[src/rtl/jtag_pkg.sv]
// jtag_pkg: shared types and constants for the JTAG TAP controller.
//   IR_LEN       instruction register length
//   inst_t       instruction word type
//   IDCODE_INST  instruction selected in Test-Logic-Reset
//   BYPASS_INST  all-ones bypass instruction
//   tap_state_t  the 16 IEEE 1149.1 TAP controller states
package jtag_pkg;

    localparam int IR_LEN = 4;

    typedef logic [IR_LEN-1:0] inst_t;

    localparam inst_t IDCODE_INST = 4'b0010;
    localparam inst_t BYPASS_INST = 4'b1111;

    typedef enum logic [3:0] {
        S_TLR      = 4'd0,
        S_RTI      = 4'd1,
        S_SEL_DR   = 4'd2,
        S_CAP_DR   = 4'd3,
        S_SH_DR    = 4'd4,
        S_EX1_DR   = 4'd5,
        S_PAUSE_DR = 4'd6,
        S_EX2_DR   = 4'd7,
        S_UPD_DR   = 4'd8,
        S_SEL_IR   = 4'd9,
        S_CAP_IR   = 4'd10,
        S_SH_IR    = 4'd11,
        S_EX1_IR   = 4'd12,
        S_PAUSE_IR = 4'd13,
        S_EX2_IR   = 4'd14,
        S_UPD_IR   = 4'd15
    } tap_state_t;

endpackage

[src/rtl/jtag_tap_fsm.sv]
// jtag_tap_fsm: TAP controller state register and strobe decode.
//   tck       test clock (state updates on rising edge)
//   trst      asynchronous active-high reset, forces Test-Logic-Reset
//   tms       test mode select
//   state     current TAP state
//   capdr     high in Capture-DR
//   shiftdr   high in Shift-DR
//   updatedr  high in Update-DR
//   tlr       high in Test-Logic-Reset
//
// state      | meaning
// -----------+-------------------------------------------
// S_TLR      | Test-Logic-Reset, IDCODE selected
// S_RTI      | Run-Test/Idle
// S_SEL_DR   | Select-DR-Scan
// S_CAP_DR   | Capture-DR, DR block loads parallel data
// S_SH_DR    | Shift-DR, DR shifts tdi -> dr_tdo
// S_EX1_DR   | Exit1-DR
// S_PAUSE_DR | Pause-DR, DR holds
// S_EX2_DR   | Exit2-DR
// S_UPD_DR   | Update-DR, DR block latches result
// S_SEL_IR   | Select-IR-Scan
// S_CAP_IR   | Capture-IR, IR loads IR_CAPTURE
// S_SH_IR    | Shift-IR
// S_EX1_IR   | Exit1-IR
// S_PAUSE_IR | Pause-IR, IR holds
// S_EX2_IR   | Exit2-IR
// S_UPD_IR   | Update-IR, curr_inst loads on falling edge
module jtag_tap_fsm
    import jtag_pkg::*;
(
    input  logic       tck,
    input  logic       trst,
    input  logic       tms,
    output tap_state_t state,
    output logic       capdr,
    output logic       shiftdr,
    output logic       updatedr,
    output logic       tlr
);

    always_ff @(posedge tck or posedge trst) begin
        if (trst) begin
            state <= S_TLR;
        end else begin
            case (state)
                S_TLR:      state <= tms ? S_TLR    : S_RTI;
                S_RTI:      state <= tms ? S_SEL_DR : S_RTI;
                S_SEL_DR:   state <= tms ? S_SEL_IR : S_CAP_DR;
                S_CAP_DR:   state <= tms ? S_EX1_DR : S_SH_DR;
                S_SH_DR:    state <= tms ? S_EX1_DR : S_SH_DR;
                S_EX1_DR:   state <= tms ? S_UPD_DR : S_PAUSE_DR;
                S_PAUSE_DR: state <= tms ? S_EX2_DR : S_PAUSE_DR;
                S_EX2_DR:   state <= tms ? S_UPD_DR : S_SH_DR;
                S_UPD_DR:   state <= tms ? S_SEL_DR : S_RTI;
                S_SEL_IR:   state <= tms ? S_TLR    : S_CAP_IR;
                S_CAP_IR:   state <= tms ? S_EX1_IR : S_SH_IR;
                S_SH_IR:    state <= tms ? S_EX1_IR : S_SH_IR;
                S_EX1_IR:   state <= tms ? S_UPD_IR : S_PAUSE_IR;
                S_PAUSE_IR: state <= tms ? S_EX2_IR : S_PAUSE_IR;
                S_EX2_IR:   state <= tms ? S_UPD_IR : S_SH_IR;
                S_UPD_IR:   state <= tms ? S_SEL_DR : S_RTI;
                default:    state <= S_TLR;
            endcase
        end
    end

    // Strobes decode the state register directly so the DR block sees
    // them in the same cycle the state is entered.
    assign capdr    = (state == S_CAP_DR);
    assign shiftdr  = (state == S_SH_DR);
    assign updatedr = (state == S_UPD_DR);
    assign tlr      = (state == S_TLR);

endmodule

[src/rtl/jtag_tap.sv]
// jtag_tap: IEEE 1149.1 TAP controller with instruction register.
//   IR_CAPTURE  value loaded into the IR shift register in Capture-IR
//   tck         test clock, both edges used
//   trst        asynchronous active-high reset
//   tms         test mode select
//   tdi         serial data in
//   dr_tdo      serial out of the data-register block (negedge registered)
//   tdo         device serial out
//   tdo_oe      (JTAG_TAP_TDO_OE_EN only) high while shifting DR or IR
//   capdr/shiftdr/updatedr  DR strobes
//   curr_inst   active instruction
//   tlr         high in Test-Logic-Reset
// Optional feature macro: JTAG_TAP_TDO_OE_EN adds the tdo_oe output.
module jtag_tap
    import jtag_pkg::*;
#(
    parameter inst_t IR_CAPTURE = {{(IR_LEN-2){1'b0}}, 2'b01}
) (
    input  logic  tck,
    input  logic  trst,
    input  logic  tms,
    input  logic  tdi,
    input  logic  dr_tdo,
    output logic  tdo,
`ifdef JTAG_TAP_TDO_OE_EN
    output logic  tdo_oe,
`endif
    output logic  capdr,
    output logic  shiftdr,
    output logic  updatedr,
    output inst_t curr_inst,
    output logic  tlr
);

    tap_state_t state;
    inst_t      ir_sr;
    logic       tdo_ir;
    logic       tdo_sel;

    jtag_tap_fsm u_fsm (
        .tck      (tck),
        .trst     (trst),
        .tms      (tms),
        .state    (state),
        .capdr    (capdr),
        .shiftdr  (shiftdr),
        .updatedr (updatedr),
        .tlr      (tlr)
    );

    always_ff @(posedge tck or posedge trst) begin
        if (trst) begin
            ir_sr <= IR_CAPTURE;
        end else if (state == S_CAP_IR) begin
            ir_sr <= IR_CAPTURE;
        end else if (state == S_SH_IR) begin
            ir_sr <= {tdi, ir_sr[IR_LEN-1:1]};
        end
    end

    // Falling-edge side: instruction update and tdo retiming, so tdo is
    // stable around the rising edge at which the next device samples it.
    always_ff @(negedge tck or posedge trst) begin
        if (trst) begin
            curr_inst <= IDCODE_INST;
            tdo_ir    <= 1'b0;
            tdo_sel   <= 1'b0;
        end else begin
            if (state == S_TLR) begin
                curr_inst <= IDCODE_INST;
            end else if (state == S_UPD_IR) begin
                curr_inst <= ir_sr;
            end
            if (state == S_SH_IR) begin
                tdo_ir <= ir_sr[0];
            end
            tdo_sel <= (state == S_SH_IR);
        end
    end

    assign tdo = tdo_sel ? tdo_ir : dr_tdo;

`ifdef JTAG_TAP_TDO_OE_EN
    always_ff @(negedge tck or posedge trst) begin
        if (trst) begin
            tdo_oe <= 1'b0;
        end else begin
            tdo_oe <= (state == S_SH_DR) || (state == S_SH_IR);
        end
    end
`endif

endmodule
[config.mk]
export PLATFORM = sky130hd
export DESIGN_NAME = jtag_tap
export DESIGN_NICKNAME = d
export VERILOG_FILES = /design/src/rtl/jtag_pkg.sv /design/src/rtl/jtag_tap_fsm.sv /design/src/rtl/jtag_tap.sv
export SDC_FILE = /design/constraint.sdc
export NUM_CORES = 1
export LEC_CHECK = 0
export BUFFER_PORTS_ARGS = -buffer_cell sky130_fd_sc_hd__clkbuf_2
export CAP_MARGIN = 0
export CORE_MARGIN = 4
export CORE_UTILIZATION = 53
export DETAILED_ROUTE_END_ITERATION = 8
export PLACE_DENSITY = 0.81
export SLEW_MARGIN = 15
export SYNTH_ARGS = -nofsm -noshare
export SYNTH_HDL_FRONTEND = slang
export SYNTH_SLANG_ARGS = --single-unit
[constraint.sdc]
create_clock -name tck -period 3.54 [get_ports tck]
set_clock_uncertainty 0.05 [all_clocks]
set_input_delay 0.177 -clock tck [delete_from_list [all_inputs] [get_ports tck]]
set_output_delay 0.177 -clock tck [all_outputs]
set_load 0.05 [all_outputs]
After elaboration in Yosys (flattened, before gate mapping)
Cells that the tools add are included.

Equality and inequality tests: 15. Mux-type cells: 18. Reduce and logical (&&, ||, !) cells: 6.

Operators with widths (count): $pmux W4 S12 (1); $eq A4 B4 Y1 const B (8); $mux W4 (8); $eq A4 B3 Y1 const B (4); $eq A4 B2 Y1 const B (2); $mux W2 (3); $mux W3 (2); $eq A4 B1 Y1 const B (1); $logic_not A4 Y1 (1); $mux W1 (4); $reduce_bool A2 Y1 (2); $reduce_or A2 Y1 (2); $reduce_or A3 Y1 (1).

Bits in registers: 14. Bits of input ports: 5. Output and inout port bits: 9. Logic and storage cells: 44.

Depth between registers and ports, before layout
Gate-level depths: netlist of run 1.

Word-level depth: 3. Depth in mapped cells: 5. Mapped depth without buffers: 3.

Cells and area by module
From an unflattened synthesis of run 1, not the netlist that was laid out.

Cells, all modules: 87. Area total of the unflattened synthesis: 802.0 um2.

By module, submodules not included: jtag_tap (instances 1, cells each 45, area an instance 450.4 um2, sequential area each 252.7 um2); jtag_tap_fsm (instances 1, cells each 42, area an instance 351.6 um2, sequential area each 100.1 um2).

==> implementation parameters, run 1 <==
Parameter                              Value

Finish
  Fraction of final layout cells sized beyond drive strength 1    25.3%
  Post-route cell area    868 sq um
  Final design utilization    64.3%
  Area grow syn2layout    11.2%
  NumNets Final    105
  Filler cell count in the final layout    118
  Antenna Cells    0
  Final Instance Count excl. Fillers    114

Floorplanning
  Horiz. Die Dim    46.4 um
  I/O Pins    14
  Standard-cell rows    13
  Core area    1350 sq um
  Floorplan die height    46.4 um
  DIE AREA    2150 sq um
  Starting density of the core    57.8%

Power
  Static Leak    0.401 nW
  Sequential power share    39.2%
  Combinational power share    49.0%
  Internal power    417 uW
  PwrDens    937 nW/um^2
  Proportion of power drawn by the clock network    11.9%
  Sw power    397 uW
  Maximum resistive drop on vdd    0.000502 V
  Switching part of the total    48.8%

Drt
  Via total after detailed routing    661
  Drt via density    5.80
  Number of DRC markers in iteration 0    19
  Post-route antenna net violation count    0
  Number of detailed-route iterations in the first pass    4
  Routed wire length per instance    13.3 um
  Number of remaining DRC errors    0
  Wirelength, routed    1520 um

Clock tree
  Total CTS buffers    3
  Clock transition at the registers of the reported paths    70 ps
  Post-CTS setup buffers    0
  CTS Buffer Depth    2
  Insertion delay to the later sink of the worst-skew pair    280 ps
  Max H-tree Level    1
  Number of clock sinks    14
  CTS tree    built
  Clock root buffer    sky130_fd_sc_hd__clkbuf_4
  Cells resized by post-CTS repair    0

Logic synthesis
  Post-synth top area share    22.4%
  Cell variety after synth    34
  Sequential fraction of the synthesis area    45.2%
  Most instantiated cells after synthesis    sky130_fd_sc_hd__nand2_1 (8), sky130_fd_sc_hd__nor2_1 (8), sky130_fd_sc_hd__dfrtp_1 (7)
  Most frequently used flop master after synthesis    sky130_fd_sc_hd__dfrtp_1
  Leading area contributor after synthesis    sky130_fd_sc_hd__dfrtp_1
  Mapped Nets    92
  Post-Synthesis Cell Area    781 sq um
  Average instance area after synthesis    8.97 sq um
  Yosys warning total    0
  Synth Instances    87
  Number of enable flip-flop cells after synthesis    0
  Top cells by area in the synthesized netlist    sky130_fd_sc_hd__dfrtp_1 (22%), sky130_fd_sc_hd__dfrtn_1 (16%), sky130_fd_sc_hd__dfstp_2 (6.7%), sky130_fd_sc_hd__nand2_1 (3.8%), sky130_fd_sc_hd__nor2_1 (3.8%)
  Ys async rst share    100%
  Number of register bits inferred by synthesis    14

Global route
  First-pass GRT wire length    2590 um
  Aggregate global routing overflow    0
  Initial antenna violation count    0
  Combined global-route utilization of all metal layers    18.0%
  Via count of the first global-routing pass    613
  Pin count of the biggest net entering global routing    20

Timing
  Slew margin rel.    64.7%
  Final total negative setup slack    0 ps
  Final count of hold timing violations    0
  Setup repair after global routing missed its margin    false
  Slew @ Worst Pin    529 ps
  Final number of setup-violating endpoints    0
  Max-slew violation count    0

Worst setup path
  Class of the most critical setup path    flop to flop
  Required time of the worst setup path    1860 ps
  Worst setup slack for register-to-register paths    260 ps
  Largest fanout on the critical path    19
  Critical path endpoint category    flop
  Category of the worst setup path launch point    flop
  CP arrival    1600 ps

Place
  Global placer's final weighted congestion    0.747
  Placed Area    832 sq um
  Detailed-placement wirelength estimate    1070 um
  Count of placed standard cells including taps    109
  Port bufs    13

Job
  Max-cap violations    0

Min path
  Class of the tightest hold or removal check    input port to flop

Status
  Status    completed
==> sequential cells by signal, summed over array words and instances (netlist names) <==
register     cells
ir_sr            4
tdo_ir           1
u_fsm.state      4
curr_inst        4
tdo_sel          1
==> logic make-up (layout without fill, tap and decap cells) <==
kind of cell,after synthesis,count (layout),share of synthesized area (%)
AO/OA/AOI/OAI,24,24,20.5
XOR/XNOR,1,1,1.12
buffers and inverters,14,26,8.97
flip-flops,14,14,45.2
multiplexers,2,2,2.88
AND/OR/NAND/NOR,32,32,21.3
==> per-stage QoR <==
stage | power, mW | worst slack, ps | hold WS [ps]
finish | 0.813 | 257 | 86.3
global route | 0.877 | 150 | 88.7
CTS | 0.816 | 274 | 81.4
detailed placement | 0.721 | 278 | 167
global placement | 0.709 | 349 | 154
floorplan | 0.656 | 495 | 14.7
==> placed cells by master, fill, tap and decap left out, drive strengths merged, types with 2 or more instances in the layout <==
cell	Yosys	final
dfrtn	5	5
buf	7	2
a21oi	6	6
nand2	8	8
nor2	8	8
nor3b	2	2
clkbuf	1	17
o21ai	5	5
inv	6	6
nor3	3	3
mux2	2	2
nor4	2	2
o22ai	4	4
dfstp	2	2
a32oi	2	2
nor2b	2	2
dfrtp	7	7
nand3b	2	2
==> timing repair <==
action / CTS / global route
setup endpoints to repair: 0 / 0
hold buffers: 1 / 0
endpoints found under the hold margin: 7 / 0
==> power groups by stage <==
stage	logic, mW	clock network [mW]	registers (mW)
3_5_place_dp	0.398	0.00353	0.320
6_report	0.398	0.0967	0.318
3_3_place_gp	0.393	0.00353	0.313
2_1_floorplan	0.365	0.00353	0.288
4_1_cts	0.399	0.100	0.316
5_1_grt	0.437	0.111	0.330
==> layer usage <==
metal | wire, um | track usage (%) | vias to the layer above | share of wire [%]
met1 | 739 | 21.6 | 303 | 49
met5 | 0 | 0 | - | 0
li1 | - | - | 332 | -
met4 | 59 | 16.5 | 0 | 3.9
met3 | 91 | 5.86 | 7 | 6.0
met2 | 630 | 25.0 | 19 | 41
==> critical path: stages, from the launching register on <==
cell and delay (ps):
sky130_fd_sc_hd__dfrtp_1 680, sky130_fd_sc_hd__nand2b_1 130, sky130_fd_sc_hd__nor2_1 160, sky130_fd_sc_hd__mux2_2 350
==> path summary, 6_finish.rpt <==
| kind | startpoint | to | depth (start not counted) |
|---|---|---|---|
| hold / removal | tdi | ir_sr[3] | 3 |
| min in group asynchronous | trst | u_fsm.state[0] | 3 |
| setup / recovery | u_fsm.state[3] | tdo_ir | 3 |
| setup reg to reg | u_fsm.state[3] | tdo_ir | 3 |
| hold reg to reg | tdo_ir | tdo_ir | 1 |
| max in group asynchronous | trst | curr_inst[1] | 3 |
==> cell type report <==
cell class / count / area (sq um) / area share, %
tap: 15 / 18.8 / 2.16
timing repair buffer: 16 / 90.1 / 10.4
clock buffer: 4 / 26.3 / 3.03
clock inverter: 1 / 3.75 / 0.432
multi-input combinational: 59 / 358 / 41.2
inverter: 5 / 18.8 / 2.16
sequential: 14 / 353 / 40.6
(Power assumes the default switching activity.)
==> run 2: changes to the inputs <==
--- a/config.mk
+++ b/config.mk
@@ -5,12 +5,12 @@
 export SDC_FILE = /design/constraint.sdc
 export NUM_CORES = 1
 export LEC_CHECK = 0
-export BUFFER_PORTS_ARGS = -buffer_cell sky130_fd_sc_hd__clkbuf_2
 export CAP_MARGIN = 0
 export CORE_MARGIN = 4
 export CORE_UTILIZATION = 53
 export DETAILED_ROUTE_END_ITERATION = 8
-export PLACE_DENSITY = 0.81
+export DONT_BUFFER_PORTS = 1
+export PLACE_DENSITY = 0.73
 export SLEW_MARGIN = 15
 export SYNTH_ARGS = -nofsm -noshare
 export SYNTH_HDL_FRONTEND = slang
==> run 2 against run 1 <==
Clock-buffer cell count is 1 lower; via count is 1.4% lower; sequential share of layout area shrank 0.23 points; worst setup slack better by 54 ps; worst hold slack got worse by 67 ps; critical path type unchanged; largest cell class unchanged; largest power group unchanged.
==> implementation parameters, run 2 (synthesis results as in run 1) <==
Parameter                              Value

Floorplanning
  Horiz. Die Dim    46.4 um
  Core area    1350 sq um
  DIE AREA    2150 sq um
  Starting density of the core    57.8%
  I/O Pins    14
  Floorplan die height    46.4 um
  Standard-cell rows    13

Worst setup path
  Delay contributed by the slowest stage of the critical path    540 ps
  Worst-path cell with the longest stage delay    sky130_fd_sc_hd__dfrtp_1
  Class of the most critical setup path    flop to flop
  CP arrival    1540 ps
  Required time of the worst setup path    1850 ps
  Category of the worst setup path launch point    flop
  Setup crit start    u_fsm.state[2]
  Largest fanout on the critical path    14
  Crit Reg-Reg Startpoint    u_fsm.state[2]
  Total buffers and inverters traversed by the critical path    0
  Critical path endpoint category    flop
  Ordered list of cells on the worst path    nand2b_1, nor2_1, mux2_2
  Kind of cell adding the most delay to the critical path    flip-flops

Finish
  Area grow syn2layout    11.9%
  Filler cell count in the final layout    118
  NumNets Final    99
  Commonest cells after routing, fill and taps aside    sky130_fd_sc_hd__nor2_1 (8), sky130_fd_sc_hd__nand2_1 (8), sky130_fd_sc_hd__dfrtp_1 (7), sky130_fd_sc_hd__buf_4 (7), sky130_fd_sc_hd__inv_1 (6)
  Antenna Cells    0
  Final design utilization    64.7%
  Largest registers in the final layout    curr_inst x4, ir_sr x4, u_fsm.state x4
  Area of combinational cells with multiple inputs    370 sq um
  Fraction of final layout cells sized beyond drive strength 1    20.4%
  Total area of sequential cells    353 sq um

Clock tree
  Total CTS buffers    3
  Post-CTS setup buffers    0
  Insertion delay to the later sink of the worst-skew pair    290 ps
  Clock transition at the registers of the reported paths    90 ps
  Clock root buffer    sky130_fd_sc_hd__clkbuf_4
  CTS tree    built
  Max H-tree Level    1
  Cells resized by post-CTS repair    0
  Number of clock sinks    14
  CTS Buffer Depth    2
  # hold bufs at CTS    3

Power
  Combinational power share    47.0%
  Switching part of the total    49.4%
  Proportion of power drawn by the clock network    11.6%
  Sequential power share    41.4%
  Maximum resistive drop on vdd    0.000430 V
  Internal power    426 uW
  PwrDens    966 nW/um^2
  Sw power    417 uW
  Static Leak    0.381 nW

Timing
  Final count of hold timing violations    0
  Slew @ Worst Pin    520 ps
  Final WS setup    311 ps
  Final number of setup-violating endpoints    0
  Max-slew violation count    0
  Slew margin rel.    65.3%
  Setup repair after global routing missed its margin    false
  Final total negative setup slack    0 ps

Drt
  Uppermost metal layer occupied by signal nets    met4
  Number of remaining DRC errors    0
  Drt via density    6.04
  Number of detailed-route iterations in the first pass    4
  Wirelength, routed    1690 um
  WL met1    775 um
  Via total after detailed routing    652
  Number of DRC markers in iteration 0    23
  Routed length on met2    811 um
  Met3 WL post-DR    76 um
  Routed wire length per instance    15.6 um
  Post-route antenna net violation count    0

Global route
  Aggregate global routing overflow    0
  Initial antenna violation count    0
  First-pass GRT wire length    2720 um
  Combined global-route utilization of all metal layers    18.2%
  Via count of the first global-routing pass    587
  Pin count of the biggest net entering global routing    15

Status
  Status    completed

Job
  Max-cap violations    0

Place
  Port bufs    0
  Global placer's final weighted congestion    0.709
  Detailed-placement wirelength estimate    1180 um
  Setup Slack @ Placement    342 ps

Min path
  Start point of the worst hold path    tms
  Class of the tightest hold or removal check    input port to flop
## run 2: changes by cell type in the layout (fill, tap and decap cells not counted)
cell / change
sky130_fd_sc_hd__clkbuf_2: -13
sky130_fd_sc_hd__buf_4: +5
sky130_fd_sc_hd__dlygate4sd3_1: +2
sky130_fd_sc_hd__nor4_1: -2
sky130_fd_sc_hd__nor4_2: +2
sky130_fd_sc_hd__clkbuf_1: -1
sky130_fd_sc_hd__clkinv_1: +1
## run 2: final timing paths
kind	to	cells past startpoint	slack, ps
worst max-delay path	tdo_ir	3	310
worst min-delay path	u_fsm.state[1]	2	20
worst max register to register	tdo_ir	3	310
worst min register to register	tdo_ir	1	400
max in group asynchronous	curr_inst[1]	2	1040
min in group asynchronous	u_fsm.state[1]	2	300
## run 2: layer usage
layer	vias to the layer above	track usage, %
li1	322	-
met1	312	23.2
met2	14	28.6
met3	4	3.13
met4	0	10.8
met5	-	0
## run 2: area by class of cell
cell class / instances / area share, %
repair buffers: 10 / 9.46
inverters: 5 / 2.15
flip-flops and latches: 14 / 40.4
clock buffers: 3 / 2.58
well taps: 15 / 2.15
multi-input cells: 59 / 42.4
clock inverters: 2 / 0.860
## run 2: worst reg2reg max path, delay by kind of cell, from the launching register on
kind	cells	cell delay, ps
and+or+nand+nor	2	370
DFF	1	540
muxes	1	340
## run 2: power groups by stage
stage	combinational [mW]	sequential (mW)	clock (mW)
after floorplan	0.365	0.288	0.00353
after global placement	0.377	0.343	0.00353
after detailed placement	0.390	0.349	0.00353
after CTS	0.394	0.346	0.103
after global routing	0.428	0.360	0.113
final	0.397	0.349	0.0974
## run 2: through the flow
step	hold slack, ps	area (sq um)	std cells	total power [mW]
final	19.5	873	108	0.843
after detailed placement	82.6	817	101	0.742
after floorplan	14.7	781	87	0.656
after global placement	76.4	817	101	0.724
after CTS	18.0	873	108	0.843
after global routing	14.5	873	108	0.901
